**src/rtl/demo_recorder.sv**
```systemverilog
// demo_recorder: encodes live channel/waveform play as duration-stamped words written to a demo RAM
module demo_recorder #(
  parameter int NUM_CHANNELS = 25,
  parameter int DEPTH = 128,
  parameter int ADDR_W = $clog2(DEPTH),
  parameter int TICK_CYCLES = 1000000,
  parameter int DUR_W = 16
) (
  input  logic                    clk,
  input  logic                    rst,
  input  logic                    start,
  input  logic                    stop,
  input  logic [NUM_CHANNELS-1:0] channel_ena,
  input  logic [1:0]              waveform,
  output logic                    wr_en,
  output logic [ADDR_W-1:0]       wr_addr,
  output logic [95:0]             wr_data,
  output logic                    busy,
  output logic                    done,
  output logic                    full,
  output logic [ADDR_W:0]         length
);
  localparam int S = NUM_CHANNELS + 2;
  localparam int PW = TICK_CYCLES > 1 ? $clog2(TICK_CYCLES) : 1;
  localparam logic [DUR_W-1:0] SAT = DUR_W'((1 << DUR_W) - 2);
  typedef enum logic [1:0] {IDLE, RECORD, TERM, DONE} state_t;
  state_t state;
  logic [PW-1:0] presc;
  logic [DUR_W-1:0] dur, d_eff;
  logic [S-1:0] snap, live;
  logic [ADDR_W-1:0] addr;
  logic tick, changed, emit, last;
  logic [95:0] word;
  // saturation emits dur+1, which equals the all-ones duration, so d_eff serves every emit
  always_comb begin
    live = {waveform, channel_ena};
    tick = state == RECORD && presc == PW'(TICK_CYCLES - 1);
    d_eff = dur + DUR_W'(tick);
    changed = live != snap;
    emit = (stop || changed) ? d_eff != '0 : tick && dur == SAT;
    last = emit && addr == ADDR_W'(DEPTH - 2);
    word = '0;
    word[80 +: DUR_W] = d_eff;
    word[78 - NUM_CHANNELS +: S] = snap;
  end
  always_ff @(posedge clk) begin
    if (rst) begin
      state <= IDLE;
      wr_en <= 1'b0;
      wr_addr <= '0;
      wr_data <= '0;
      busy <= 1'b0;
      done <= 1'b0;
      full <= 1'b0;
      length <= '0;
      addr <= '0;
      presc <= '0;
      dur <= '0;
      snap <= '0;
    end else begin
      wr_en <= 1'b0;
      case (state)
        IDLE, DONE: if (start) begin
          state <= RECORD;
          busy <= 1'b1;
          done <= 1'b0;
          full <= 1'b0;
          addr <= '0;
          length <= '0;
          presc <= '0;
          dur <= '0;
          snap <= live;
        end
        RECORD: begin
          presc <= tick ? '0 : presc + 1'b1;
          dur <= emit ? '0 : d_eff;
          snap <= changed ? live : snap;
          if (emit) begin
            wr_en <= 1'b1;
            wr_addr <= addr;
            wr_data <= word;
            addr <= addr + 1'b1;
            length <= length + 1'b1;
          end
          if (stop || last) state <= TERM;
          if (last) full <= 1'b1;
        end
        TERM: begin
          wr_en <= 1'b1;
          wr_addr <= addr;
          wr_data <= '0;
          length <= length + 1'b1;
          state <= DONE;
          busy <= 1'b0;
          done <= 1'b1;
        end
        default: state <= IDLE;
      endcase
    end
  end
endmodule

```
**config.mk**
```make
export PLATFORM = sky130hd
export DESIGN_NAME = demo_recorder
export DESIGN_NICKNAME = d
export VERILOG_FILES = /design/src/rtl/demo_recorder.sv
export SDC_FILE = /design/constraint.sdc
export NUM_CORES = 1
export LEC_CHECK = 0
export ABC_AREA = 1
export CAP_MARGIN = 0
export CORE_UTILIZATION = 55
export DETAILED_ROUTE_END_ITERATION = 6
export PLACE_DENSITY = 0.85
export SYNTH_ARGS = -nofsm -noshare
export SYNTH_HDL_FRONTEND = slang
export SYNTH_SLANG_ARGS = --single-unit
```
**constraint.sdc**
```tcl
create_clock -name clk -period 7.7 [get_ports clk]
set_clock_uncertainty 0.1 [all_clocks]
set_input_delay 1.155 -clock clk [delete_from_list [all_inputs] [get_ports clk]]
set_output_delay 1.155 -clock clk [all_outputs]
set_load 0.01 [all_outputs]
```
==> results by group, run 1 <==
Final layout
  • Final nets: 1,068
  • N_diodes: 0
  • Finished Cell Area: 8240 um2
  • Fillers: 1,022
  • Area growth from synthesis to layout: 20.6%
  • Share of cells above drive strength 1: 6.06%

Placement
  • PortBufs: 92
  • Area after DPL: 7610 um2
  • RePlAce Congestion: 0.908
  • Hpwl dp: 10,900 um

Floorplan
  • # IOs: 146
  • Die W: 113 um
  • Core area: 12,100 um2
  • Die area: 12,900 um2
  • Initial Util: 56.7%
  • Std-Cell Rows: 40
  • Die Height: 113 um

Setup path
  • Crit-path max cell delay: 1050 ps
  • WP data arrival: 5060 ps
  • CP delay by family, top: simple AND/OR/NAND/NOR gates
  • Critical path type: flip-flop to flip-flop
  • Crit-path max FO: 32
  • CP required: 7940 ps
  • Startpoint types: flip-flop
  • Setup crit end kind: flip-flop
  • Worst path bufs/invs: 1
  • Critical-path cell list: inv_1 -> ha_1 -> nand3_1 -> nor4_4 -> ha_1 -> ha_1 -> nand3_2 -> nor2_2 -> nand3_1 -> nand2_1 -> and2_1 -> nor2_2 -> nand3_4 -> nand3_4 -> nor2_2 -> nand2_1 -> a21oi_1
  • Slowest library cell on the worst path: nor2_2

Route
  • Routed met2 length: 7860 um
  • First DRT Iteration DRCs: 370
  • DR DRC count: 0
  • Routed WL per cell: 13.7 um
  • Post-detailed-route count of antenna-violating nets: 0
  • Vias post-DR: 6,340
  • Wire length on met1: 7190 um
  • Met3 Wirelength: 1160 um
  • WL final: 16,600 um
  • Vias per cell: 5.25
  • Highest metal used: met4
  • DRT Pass-1 Iters: 5

CTS
  • Number of hold buffers added after cts: 0
  • Worst-case clock buffer depth: 2
  • CTS H-tree lvls: 4
  • Clock latency on the worst-skew pair: 430 ps
  • Sink Count: 134
  • Postcts setup bufs: 0
  • Clk slew on worst S/H paths: 60 ps
  • Quantity of gates resized following cts: 0
  • CTS Buf Count: 17
  • CTS tree: yes
  • Root buffer cell: clkbuf_16

Yosys
  • Sequential fraction of the synthesis area: 39.2%
  • Synth unique cells: 39
  • Synth Area per Inst: 7.14 um2
  • Yosys warns: 0
  • Seq cells post-synth: 134
  • Cell area after synthesis: 6840 um2
  • Post-Synthesis Cells: 958

Power and ir drop
  • Peak VDD IR: 175 uV
  • Pwr/cell area: 299 nW/um2
  • Leak: 3.13 nW
  • Power Total: 0.00246 W

GRT
  • Grt ovf: 0
  • Largest net degree at the start of global routing: 72
  • Vias in the first global route: 5,850
  • First-pass GRT wire length: 27,700 um
  • Initial antenna violation count: 0
  • Total global-route track usage: 26.9%

Timing
  • Achievable Freq: 207 MHz
  • Tmin final: 4820 ps
  • Worst slew pin tran: 1210 ps
  • RSZ-0062 raised after global routing: false
  • Finish-stage setup viols: 0
  • Fin crit share: 62.6%
  • Slew HR: 19.2%
  • Final Max Tran Viols: 0
  • TNS Setup: 0 ps
  • Final hold violation count: 0

Hold path
  • Hold Crit Class: flip-flop to flip-flop

Job
  • MaxCap Viol Count: 0

Run status
  • Status: finished, final reports clean
worst register-to-register path, delay by kind of cell (launching register included):
kind	cells	cell delay, ps
simple gates	12	2930
fa+ha+maj	3	1080
flops	1	320
compound gates	1	190
buf+inv	1	100
kinds of logic (layout without fill, tap and decap cells):
family	after synthesis	count (layout)	synth area share, %
AOI/OAI and AO/OA	174	174	13.2
xor gates and xnor gates	43	43	5.62
adders and majority gates	9	9	1.65
buffers and inverters	173	203	12.8
DFF	134	134	39.2
other	1	53	0.0549
and+or+nand+nor	424	424	27.5
cell usage after synthesis, drive strengths merged:
cell type    n  area [um2]
dfxtp      134        2680
a31oi        1        6.26
nor3b        3        22.5
nand2      199         782
xor2        11         104
conb         1        3.75
nor3        14        70.1
ha           9         113
o21ai       58         290
inv         77         289
a211oi       4        30.0
nand4       15        93.8
o21bai       2        15.0
or2          2        12.5
nand3       69         375
o41ai        1        8.76
clkbuf      29         109
nor4         3        33.8
a221oi       1        8.76
a21boi       1        7.51
a21oi      105         526
xnor2       32         280
buf         67         479
nor2       118         480
and2         1        6.26
o21a         1        7.51
cell usage in the layout (no fill, tap or decap), types with 14 or more instances in the layout:
cell,count
nand2_1,191
dfxtp_1,134
nor2_1,109
a21oi_1,105
clkdlybuf4s50_1,91
inv_1,73
nand3_1,66
conb_1,53
o21ai_0,45
xnor2_1,32
clkbuf_16,17
nand4_1,15
nor3_1,14
layer usage:
| metal | vias to the layer above | track usage, % |
|---|---|---|
| met3 | 39 | 5.84 |
| li1 | 3137 | - |
| met1 | 2893 | 33.8 |
| met5 | - | 0 |
| met2 | 271 | 44.4 |
| met4 | 0 | 11.8 |
sequential cells by signal, summed over array words and instances (netlist names):
signal and count:
addr 7, busy 1, done 1, dur 16, full 1, length 8, presc 20, snap 27
state 2, wr_addr 7, wr_data 43, wr_en 1
stage by stage:
stage | hold WS [ps] | utilization [%] | std cells | setup WS (ps)
after CTS | 376 | 68.4 | 1208 | 2900
after global routing | 403 | 68.4 | 1208 | 2450
after global placement | 362 | 63.1 | 1177 | 3200
final | 373 | 68.4 | 1208 | 2880
after detailed placement | 367 | 63.1 | 1177 | 2990
after floorplan | 343 | - | 1010 | 4610
worst paths after layout:
kind / depth (start not counted) / slack, ps / to / start
setup reg to reg: 17 / 2880 / wr_data[56] / state[1]
hold reg to reg: 2 / 370 / presc[19] / presc[19]
hold / removal: 2 / 370 / presc[19] / presc[19]
setup / recovery: 17 / 2880 / wr_data[56] / state[1]
report_power, final:
group / switching (W) / leakage [nW] / internal [W]
Sequential: 0.0000809 / 1.09 / 0.000800
Clock: 0.000297 / 0.305 / 0.000573
Combinational: 0.000471 / 1.74 / 0.000242
Total: 0.000849 / 3.13 / 0.00161
cell type report:
| class | instances | area (um2) | area share [%] |
|---|---|---|---|
| Inverter | 77 | 289 | 3.51 |
| Sequential cell | 134 | 2680 | 32.5 |
| Timing Repair Buffer | 95 | 938 | 11.4 |
| Multi-Input combinational cell | 703 | 3490 | 42.3 |
| Clock buffer | 23 | 488 | 5.92 |
| Tap cell | 168 | 210 | 2.55 |
| Clock inverter | 8 | 145 | 1.76 |
No activity file was read; power rests on OpenSTA's default activity.
==> run 2, diff against run 1 <==
- CORE_UTILIZATION: 55 -> 46
- PLACE_DENSITY: 0.85 -> 0.76
- clock period: 7.7 -> 4 ns (I/O delays scaled with it)
==> results by group, run 2 (synthesis gave the netlist of run 1 again) <==
CTS
  • Worst-case clock buffer depth: 2 (unchanged)
  • Clock latency on the worst-skew pair: 420 ps (about the same)
  • Postcts setup bufs: 0 (unchanged)
  • Sink Count: 134 (unchanged)
  • CTS tree: yes
  • CTS H-tree lvls: 4 (unchanged)
  • Root buffer cell: clkbuf_16
  • CTS Buf Count: 17 (unchanged)
  • Clk slew on worst S/H paths: 60 ps (about the same)
  • Number of hold buffers added after cts: 0 (unchanged)

Final layout
  • Fillers: 1,366 (+34%)
  • Top reg by flops: wr_data
  • Area growth from synthesis to layout: 21.5%
  • Share of cells above drive strength 1: 6.78% (+0.72 points)
  • Final nets: 1,076 (+0.75%)
  • Most common cell after layout, fill and taps aside: nand2_1
  • N_diodes: 0 (unchanged)
  • Top flop regs: wr_data: 43 flops, snap: 27 flops, presc: 20 flops
  • Max FFs per register: 43 (unchanged)
  • Most frequent cells in the layout: nand2_1, dfxtp_1, nor2_1, a21oi_1, clkdlybuf4s50_1
  • Core Util, Final: 57.2% (-11 points)

Route
  • Met3 Wirelength: 1130 um (-2.0%)
  • Routed met2 length: 7750 um (-1.4%)
  • Routed WL per cell: 13.5 um (-1.7%)
  • Wire length on met1: 7510 um (+4.4%)
  • First DRT Iteration DRCs: 375 (+1.4%)
  • Vias post-DR: 6,208 (-2.1%)
  • WL final: 16,600 um (+0.20%)
  • Post-detailed-route count of antenna-violating nets: 0 (unchanged)
  • Highest metal used: met4
  • DR DRC count: 3 (+3)
  • DRT Pass-1 Iters: 7 (+2)
  • Vias per cell: 5.04 (-3.9%)

Power and ir drop
  • Peak VDD IR: 341 uV (+94%)
  • Pwr/cell area: 570 nW/um2 (+91%)
  • Leak: 3.16 nW (+0.97%)

Run status
  • Status: complete, but fails checks
  • Violated checks: design-rule violations

Placement
  • RePlAce Congestion: 0.916 (+0.96%)
  • Hpwl dp: 11,200 um (+3.2%)
  • PortBufs: 92 (unchanged)

GRT
  • Vias in the first global route: 5,689 (-2.8%)
  • Initial antenna violation count: 0 (unchanged)
  • Total global-route track usage: 22.7% (-4.2 points)
  • Largest net degree at the start of global routing: 55 (-24%)
  • Grt ovf: 0 (unchanged)
  • First-pass GRT wire length: 27,200 um (-1.9%)

Timing
  • Tmin final: 3620 ps (-1200 ps)
  • Slew HR: 41.7% (+23 points)
  • TNS Setup: 0 ps (unchanged)
  • Final Max Tran Viols: 0 (unchanged)
  • Achievable Freq: 277 MHz (+33%)
  • Finish-stage setup viols: 0 (unchanged)
  • Worst slew pin tran: 874 ps (-338 ps)
  • RSZ-0062 raised after global routing: false
  • Fin crit share: 90.4% (+28 points)
  • Final hold violation count: 0 (unchanged)

Setup path
  • CP required: 4230 ps (-3710 ps)
  • WP data arrival: 3850 ps (-1210 ps)
  • Setup crit start: presc[0]
  • Critical path type: flip-flop to flip-flop
  • Worst r2r src: presc[0]
  • Startpoint types: flip-flop
  • Crit-path max FO: 30 (-6.3%)
  • Setup crit end kind: flip-flop

Floorplan
  • Core area: 14,500 um2 (+20%)
  • Die W: 124 um (+9.2%)
  • # IOs: 146 (unchanged)
  • Std-Cell Rows: 44 (+10%)
  • Initial Util: 47.0% (-9.6 points)
  • Die Height: 124 um (+9.2%)
  • Die area: 15,400 um2 (+19%)

Hold path
  • Hold path start: done
  • Hold Crit Class: flip-flop to flip-flop

Job
  • MaxCap Viol Count: 0 (unchanged)
[run 2: cell count changes in the layout (fill, tap and decap cells not counted)]
cell,delta
clkinv_4,+1
clkbuf_8,-2
buf_4,+8
clkinv_2,+1
inv_1,-1
[run 2: path summary, 6_finish.rpt]
kind	cells past startpoint	end	slack (ps)
worst max-delay path	20	wr_data[55]	380
worst min register to register	2	done	380
worst max register to register	20	wr_data[55]	380
worst min-delay path	2	done	380
[run 2: worst max-delay path, cell delays in order (launching register included)]
cell and delay, ps:
dfxtp_1 360, ha_1 200, nand2_1 90, nor2_2 150, nand2_1 110, nor4_4 310, ha_1 250, ha_1 210
nand3_2 140, nor2_2 160, nand2_1 60, nand2_1 120, nand2_1 60, nor2_1 100, nand2_1 70, nor2_2 150
nand3_4 110, nand3_4 110, buf_4 330, nand3_1 130, a21oi_1 200
[run 2: what timing repair did]
action,4_1_cts,5_1_grt
hold endpoints to repair,0,0
gates resized for setup,0,1
setup endpoints to repair,0,1
[run 2: where the power goes]
group	internal, W	total (W)	leakage (nW)	switching [W]
Sequential	0.00154	0.00169	1.09	0.000151
Clock	0.00107	0.00164	0.299	0.000569
Combinational	0.000507	0.00141	1.78	0.000906
[run 2: layer usage]
metal,up-vias,track usage [%]
met4,0,7.59
met5,-,0
met3,20,5.95
met2,228,36.8
met1,2799,29.1
li1,3161,-
[run 2: through the flow]
step | setup slack (ps) | cells | cell area, um2 | power (W) | hold WS [ps]
finish | 383 | 1231 | 8310 | 0.00474 | 375
CTS | 396 | 1231 | 8300 | 0.00475 | 378
floorplan | 913 | 1010 | 7030 | 0.00266 | 343
detailed placement | 471 | 1201 | 7690 | 0.00312 | 369
global route | 5.44 | 1231 | 8310 | 0.00502 | 394
global placement | 593 | 1201 | 7690 | 0.00308 | 364
[run 2: area by class of cell]
cell class | count | area, um2 | share of cell area (%)
well taps | 184 | 230 | 2.77
inverters | 77 | 293 | 3.52
repair buffers | 103 | 998 | 12.0
clock inverters | 9 | 151 | 1.82
multi-input cells | 703 | 3490 | 42.0
clock buffers | 21 | 460 | 5.54
flip-flops and latches | 134 | 2680 | 32.3
